`src/rtl/dcache_ctrl.sv`:
```
// Direct-mapped, write-back / write-allocate data cache controller.
// A miss stalls the pipeline while the victim line is written out and the new line is read in.
module dcache_ctrl #(
    parameter int LINE_ADDR_LEN = 3,
    parameter int SET_ADDR_LEN  = 3
) (
    input  logic        clk,
    input  logic        rst,
    input  logic        rd_req,
    input  logic [3:0]  wr_req,
    input  logic [31:0] addr,
    input  logic [31:0] wr_data,
    output logic [31:0] rd_data,
    output logic        miss,
    output logic        mem_rd_req,
    output logic        mem_wr_req,
    output logic [31:0] mem_addr,
    output logic [31:0] mem_wr_data,
    input  logic [31:0] mem_rd_data,
    input  logic        mem_gnt
);

    localparam int TAG_LEN    = 32 - SET_ADDR_LEN - LINE_ADDR_LEN - 2;
    localparam int LINE_WORDS = 1 << LINE_ADDR_LEN;
    localparam int SETS       = 1 << SET_ADDR_LEN;
    localparam logic [LINE_ADDR_LEN-1:0] LAST_WORD = '1;

    typedef enum logic [1:0] {
        IDLE,
        SWAP_OUT,
        SWAP_IN,
        SWAP_IN_OK
    } state_t;

    state_t                   state_q, state_d;
    logic [LINE_ADDR_LEN-1:0] cnt_q, cnt_d;

    logic [SETS-1:0]          valid_q;
    logic [SETS-1:0]          dirty_q;
    logic [TAG_LEN-1:0]       tag_q  [SETS];
    logic [31:0]              data_q [SETS][LINE_WORDS];

    logic [LINE_ADDR_LEN-1:0] req_off;
    logic [SET_ADDR_LEN-1:0]  req_set;
    logic [TAG_LEN-1:0]       req_tag;
    logic                     req_any;
    logic                     is_store;
    logic                     hit;
    logic                     victim_dirty;
    logic                     store_we;
    logic                     fill_we;
    logic                     line_done;
    logic                     unused_addr_lsb;

    assign req_off  = addr[LINE_ADDR_LEN+1:2];
    assign req_set  = addr[SET_ADDR_LEN+LINE_ADDR_LEN+1:LINE_ADDR_LEN+2];
    assign req_tag  = addr[31:32-TAG_LEN];
    assign unused_addr_lsb = ^addr[1:0];

    assign is_store     = |wr_req;
    assign req_any      = rd_req | is_store;
    assign hit          = valid_q[req_set] && (tag_q[req_set] == req_tag);
    assign victim_dirty = valid_q[req_set] && dirty_q[req_set];

    // The word path carries no reset, so the output is forced low while reset is held.
    assign rd_data = rst ? 32'h0 : data_q[req_set][req_off];

    always_ff @(posedge clk or posedge rst) begin
        if (rst) begin
            state_q <= IDLE;
            cnt_q   <= '0;
        end else begin
            state_q <= state_d;
            cnt_q   <= cnt_d;
        end
    end

    always_comb begin
        state_d     = state_q;
        cnt_d       = cnt_q;
        miss        = 1'b0;
        mem_rd_req  = 1'b0;
        mem_wr_req  = 1'b0;
        mem_addr    = 32'h0;
        mem_wr_data = 32'h0;
        store_we    = 1'b0;
        fill_we     = 1'b0;
        line_done   = 1'b0;

        case (state_q)
            IDLE: begin
                if (req_any) begin
                    if (hit) begin
                        store_we = is_store;
                    end else begin
                        miss    = 1'b1;
                        state_d = victim_dirty ? SWAP_OUT : SWAP_IN;
                    end
                end
            end
            SWAP_OUT: begin
                miss        = 1'b1;
                mem_wr_req  = 1'b1;
                mem_addr    = {tag_q[req_set], req_set, cnt_q, 2'b00};
                mem_wr_data = data_q[req_set][cnt_q];
                if (mem_gnt) begin
                    cnt_d = cnt_q + 1'b1;
                    if (cnt_q == LAST_WORD) begin
                        state_d = SWAP_IN;
                    end
                end
            end
            SWAP_IN: begin
                miss       = 1'b1;
                mem_rd_req = 1'b1;
                mem_addr   = {req_tag, req_set, cnt_q, 2'b00};
                if (mem_gnt) begin
                    fill_we = 1'b1;
                    cnt_d   = cnt_q + 1'b1;
                    if (cnt_q == LAST_WORD) begin
                        state_d = SWAP_IN_OK;
                    end
                end
            end
            SWAP_IN_OK: begin
                miss      = 1'b1;
                line_done = 1'b1;
                state_d   = IDLE;
            end
            default: begin
                state_d = IDLE;
            end
        endcase

        if (rst) begin
            miss      = 1'b0;
            store_we  = 1'b0;
            fill_we   = 1'b0;
            line_done = 1'b0;
        end
    end

    // A line being refilled is invalid until its last word lands, so an abort never leaves it valid.
    always_ff @(posedge clk or posedge rst) begin
        if (rst) begin
            valid_q <= '0;
            dirty_q <= '0;
        end else if (line_done) begin
            valid_q[req_set] <= 1'b1;
            dirty_q[req_set] <= 1'b0;
        end else if (fill_we) begin
            valid_q[req_set] <= 1'b0;
        end else if (store_we) begin
            dirty_q[req_set] <= 1'b1;
        end
    end

    always_ff @(posedge clk) begin
        if (fill_we) begin
            data_q[req_set][cnt_q] <= mem_rd_data;
        end
        for (int b = 0; b < 4; b++) begin
            if (store_we && wr_req[b]) begin
                data_q[req_set][req_off][8*b +: 8] <= wr_data[8*b +: 8];
            end
        end
        if (line_done) begin
            tag_q[req_set] <= req_tag;
        end
    end

endmodule

```
`config.mk`:
```
export PLATFORM = sky130hd
export DESIGN_NAME = dcache_ctrl
export DESIGN_NICKNAME = d
export VERILOG_FILES = /design/src/rtl/dcache_ctrl.sv
export SDC_FILE = /design/constraint.sdc
export NUM_CORES = 2
export LEC_CHECK = 0
export BUFFER_PORTS_ARGS = -buffer_cell sky130_fd_sc_hd__buf_2
export CORE_MARGIN = 2
export CORE_UTILIZATION = 35
export CTS_CLUSTER_SIZE = 16
export DETAILED_ROUTE_END_ITERATION = 12
export SYNTH_ARGS = -nofsm -noshare
export SYNTH_HDL_FRONTEND = slang
export SYNTH_SLANG_ARGS = --single-unit
```
`constraint.sdc`:
```
create_clock -name clk -period 4.9 [get_ports clk]
set_input_delay 0.98 -clock clk [delete_from_list [all_inputs] [get_ports clk]]
set_output_delay 0.98 -clock clk [all_outputs]
set_load 0.03 [all_outputs]
```
; Word-level counts from Yosys, hierarchy flattened
; Memory sizes are Yosys's and may differ from the RTL's.
; Index checks and enable logic that the tools add are counted.
[classes]
addsub = 1
order_cmp = 6
eq_ne = 12
n_mux = 1089
bitwise_logic = 1032
n_reduce_logical = 18
[ops]
columns = op, count
row1 = 256-bit 2-to-1 mux, 5
row2 = 1-bit 2-to-1 mux, 1048
row3 = 1-bit OR, 1025
row4 = 32-bit demux with 3-bit select, 5
row5 = 32-bit 2-to-1 mux, 8
row6 = 32-bit binary-select mux with 3-bit select, 2
row7 = 32-bit case mux with 2 select lines, 1
row8 = 8-bit 2-to-1 mux, 6
row9 = 24-bit equality test, 1
row10 = 24-bit 2-to-1 mux, 1
row11 = 8-bit bitwise AND, 2
row12 = 16-bit 2-to-1 mux, 1
row13 = 8-bit OR, 2
row14 = 2-bit 2-to-1 mux, 7
row15 = 2-bit != test (second input constant), 6
row16 = 1-bit logical AND, 9
row17 = 4-bit >= comparator (second input constant), 2
row18 = 4-bit by 1-bit less-than comparator with 1-bit output (second input constant), 2
row19 = 3-bit inverter with 4-bit output, 2
row20 = 8-bit inverter, 1
row21 = 2-bit case mux with 4 select lines, 1
row22 = 1-bit binary-select mux with 3-bit select, 2
row23 = 6-bit AND reduction, 1
row24 = 2-bit equality test (second input constant), 2
row25 = other kinds (14), 16
[word_totals]
reg_bits = 21
ram_bits = 2240
elab_cells = 2164
memories = 2
[mem_list]
columns = memory, words, width, rd, rd_clocked_by_memory_dff, wr, line
row1 = data_q, 8, 256, 1, 0, 1, 41  ; logic [31:0] data_q [SETS][LINE_WORDS];
row2 = tag_q, 8, 24, 1, 0, 1, 40  ; logic [TAG_LEN-1:0] tag_q [SETS];

; Logic depth before layout (Yosys ltp)
[depth]
depth_word = 14
mapped_depth = 17
ltp_nobuf = 8

; Least setup slack after synthesis
; OpenSTA, ideal clock, no wires.
[synth_path]
path_kind = input port to output port
start = in addr[7]
end = out mem_wr_data[2]
t_arrival_ps = 4056
required_time_ps = 3920
slack_ps = -136
path_stages = 11
n_path_buf = 6
cell_sequence = buf_6 -> buf_6 -> buf_2 -> buf_2 -> buf_2 -> nor3_1 -> clkbuf_1 -> a22oi_1 -> and4_1 -> mux4_2 -> a211oi_1
[synth_via]
elab_chain_cells = 5
[synth_lines]
columns = item, line
row1 = start: declaration, 11  ; input logic [31:0] addr,
row2 = memory read 8 x 256 bit, -
row3 = 32-bit binary-select mux with 3-bit select, 105  ; mem_wr_data = data_q[req_set][cnt_q];
row4 = 32-bit 2-to-1 mux (implied by the code) (2 in series), 105
row5 = 32-bit 2-to-1 mux, 90  ; case (state_q)
row6 = end: declaration, 18  ; output logic [31:0] mem_wr_data,
; Every way passes these cells. The select of a mux whose other input is x is not followed.

; Final worst setup path
[layout_path]
start = in addr[6]
end = out rd_data[3]
[layout_via]
elab_chain_cells = 5
[layout_lines]
columns = item, line
row1 = memory read 8 x 256 bit, -
row2 = 32-bit binary-select mux with 3-bit select, 66  ; assign rd_data = rst ? 32'h0 : data_q[req_set][req_off];
row3 = 32-bit 2-to-1 mux (implied by the code) (2 in series), 66
row4 = 32-bit 2-to-1 mux, 66
row5 = end: declaration, 13  ; output logic [31:0] rd_data,
; Every way passes these cells. The select of a mux whose other input is x is not followed.

==> reports/metrics.csv <==
metric,value,unit
via_per_inst,6.09,
fin_area,110000,sq um
gp_congestion,0.925,
setup.worst_path.class,in -> out,
slew_headroom,14.7,%
cp_cell_sequence,"buf_6, buf_12, nor2_4, buf_12, buf_4, buf_4, a21oi_1, o211ai_1, a221oi_1, a31oi_1, buf_4, buf_2",
max_stage_delay,570,ps
synth_cells,5573,
r2r-start,tag_q[3][23]$_DFFE_PP_,
fill_cells,23200,
regToRegEndpoint,data_q[3][183]$_DFFE_PP_,
vias,60900,
htreeDepth,4,
max_freq,201,MHz
ys_seq_area_share,74.2,%
clk_pin_slew,60,ps
whs_path_depth,1,
vdd_ir_drop_max,380,uV
synthesis.area,91400,sq um
final_antenna_net_count,0,
cts.root.buffer_cell,clkbuf_16,
grt_max_degree,51,
synth_edf_count,2240,
status,finished with violations,
violations,setup timing,
first_pass_iters,8,
post-route-period-util,101,%
clock_latency,900,ps
cts_buffer_depth,3,
drt_iter0_drc,9650,
async_flop_share,0.929,%
cts_tree,built,
grt-ovfl-total,0,
finalNetCount,6512,
p_sw_share,26.6,%
syn2layout_area_growth,20.1,%
power,44.2,mW
slew_violations,0,
seqPwrFrac,48.7,%
p_clk_share,37.7,%
ys.flop_type,edfxtp_1,
power.density,403,nW/um^2
critPathLaunchType,primary input,
crit_path_end,rd_data[3],
period_needed,4970,ps
worstMarginPinSlew,1280,ps
grt_pass1_vias,57700,
ctsHoldBuffers,0,
cts_buffers,218,
num_rows,187,
io_buffers,198,
die-area,265000,sq um
fp.dieW,515,um
wl_per_cell,33.2,um
slowest_stage,a31oi_1,
hold_class,in -> reg,
reg2reg_setup_slack,1200,ps
layout-drive-gt1-share,27.2,%
avgSynthCellArea,16.4,sq um
setup_violations,3,
end_kind,output port,
io_pins,203,
ys_seq_elements,2261,
cp_max_fo,17,
place_hpwl,218000,um
cap_violations,0,
skew,96.4,ps
grt_pass1_wl,456000,um
rsz0062_at_grt,false,
crit_path_start,addr[6],
holdWs,425,ps
combPwrFrac,13.6,%
ys_warn_count,0,
grtUsageTotal,24.4,%
die-height,515,um
ys_types,73,
core_area,260000,sq um
drcViolationCount,0,
crit_arrival,3990,ps
cp.required,3920,ps
finalWorstSetupSlack,-71.1,ps
r2r_cells,11,
final-hold-violation-count,0,
antenna_found_initial,28,
placed_area,103000,sq um
p_int,32.4,mW
drt-total-wl,332000,um
crit_top_cell,buf_4,
clkSinkCount,2261,
p_sw,11.8,mW
start_util,35.2,%
cellLeakagePower,36.4,nW
==> per-layer routing <==
metal	vias up	GRT usage [%]	share of wire [%]
met5	-	0	0.040
met4	20	11.8	5.5
met3	788	5.89	12
met2	4181	37.2	45
met1	31200	32.6	38
li1	24700	-	-
==> synthesized netlist by cell type (60+ instances only) <==
library cell,count,area [sq um]
mux2_2,287,3230
nor2_1,127,477
a22oi_1,695,5220
buf_2,60,300
mux2i_1,141,1410
a22o_1,72,631
o21ai_0,101,505
a222oi_1,60,601
nand2_1,198,743
a21oi_1,377,1890
a221oi_1,107,937
clkbuf_1,246,923
buf_1,82,308
edfxtp_1,2240,67300
nand4_1,89,557
o22ai_1,77,482
==> worst min path at each step <==
stage | start | endpoint | slack, ps
global route | addr[21] | tag_q[4][13]$_DFFE_PP_ | 420
global placement | register | register | 460
detailed placement | register | register | 470
CTS | addr[20] | tag_q[2][12]$_DFFE_PP_ | 380
floorplan | register | register | 450
finish | addr[21] | tag_q[0][13]$_DFFE_PP_ | 430
==> power groups by stage <==
stage	sequential (mW)	combinational, mW	clock [mW]
finish	21.6	6.01	16.7
global route	21.6	6.12	17.5
CTS	21.6	5.82	16.8
detailed placement	22.0	5.80	0
global placement	22.0	5.75	0
floorplan	21.9	2.89	0
==> area by class of cell <==
cell class | instances | area [sq um] | share of cell area, %
flip-flops and latches | 2261 | 67800 | 61.8
multi-input cells | 2874 | 21900 | 19.9
repair buffers | 1029 | 8670 | 7.90
clock buffers | 273 | 5700 | 5.20
well taps | 3402 | 4260 | 3.88
clock inverters | 137 | 1340 | 1.22
inverters | 17 | 63.8 | 0.0582
diodes | 6 | 15.0 | 0.0137
==> logic make-up after synthesis <==
kind of cell / share of synthesized area, %
AO/OA/AOI/OAI: 12.8
XOR/XNOR: 0.0959
adder cells (fa/ha/maj): 0.0959
buffers and inverters: 2.17
flip-flops: 74.2
multiplexers: 6.27
other: 0.00410
AND/OR/NAND/NOR: 4.37
==> state kept, by name, summed over array words and instances (netlist names), named ones only <==
register,flops
data_q,2048
tag_q,192
cnt_q,3
state_q,2
==> cell usage in the layout, fill, tap and decap left out, drive strengths merged, types with 13 or more instances in the layout <==
cell,Yosys,layout
clkinv,3,99
o21ai,101,101
a211oi,25,25
mux2i,141,141
nand4,118,118
o211ai,21,21
inv,14,21
and4,44,44
dfrtp,21,21
and3,30,30
a221oi,107,107
nor2b,22,22
bufinv,0,19
a22o,72,72
mux4,22,22
o21a,13,13
and2,26,26
nand2,199,199
o31ai,13,13
nand3,46,46
a31oi,31,31
mux2,327,327
a221o,19,19
a21oi,377,377
o22ai,79,79
nor2,131,131
buf,176,1029
a22oi,695,695
clkinvlp,0,15
edfxtp,2240,2240
a222oi,60,60
clkbuf,246,273
nor4,14,14
nor3,34,34
==> timing repair <==
item,CTS,global route
pin swaps,0,3
setup buffers,0,3
setup endpoints to repair,2,14
resized for setup,2,15
==> through the flow <==
stage	setup TNS, ps	utilization [%]	instances	worst slack, ps
6_report	-113	42.2	9999	-71.1
5_1_grt	0	42.2	9995	2.41
4_1_cts	0	42.2	9990	21.6
3_5_place_dp	0	39.5	9580	3.14
3_3_place_gp	-30.5	39.5	9580	-30.5
2_1_floorplan	0	-	5574	10.6
==> worst max-delay path, delay by kind of cell <==
kind | cells | cell delay [ps]
buf+inv | 7 | 1350
compound gates | 4 | 1180
simple gates | 1 | 400
Note: power is estimated with default switching activity, not from simulation.
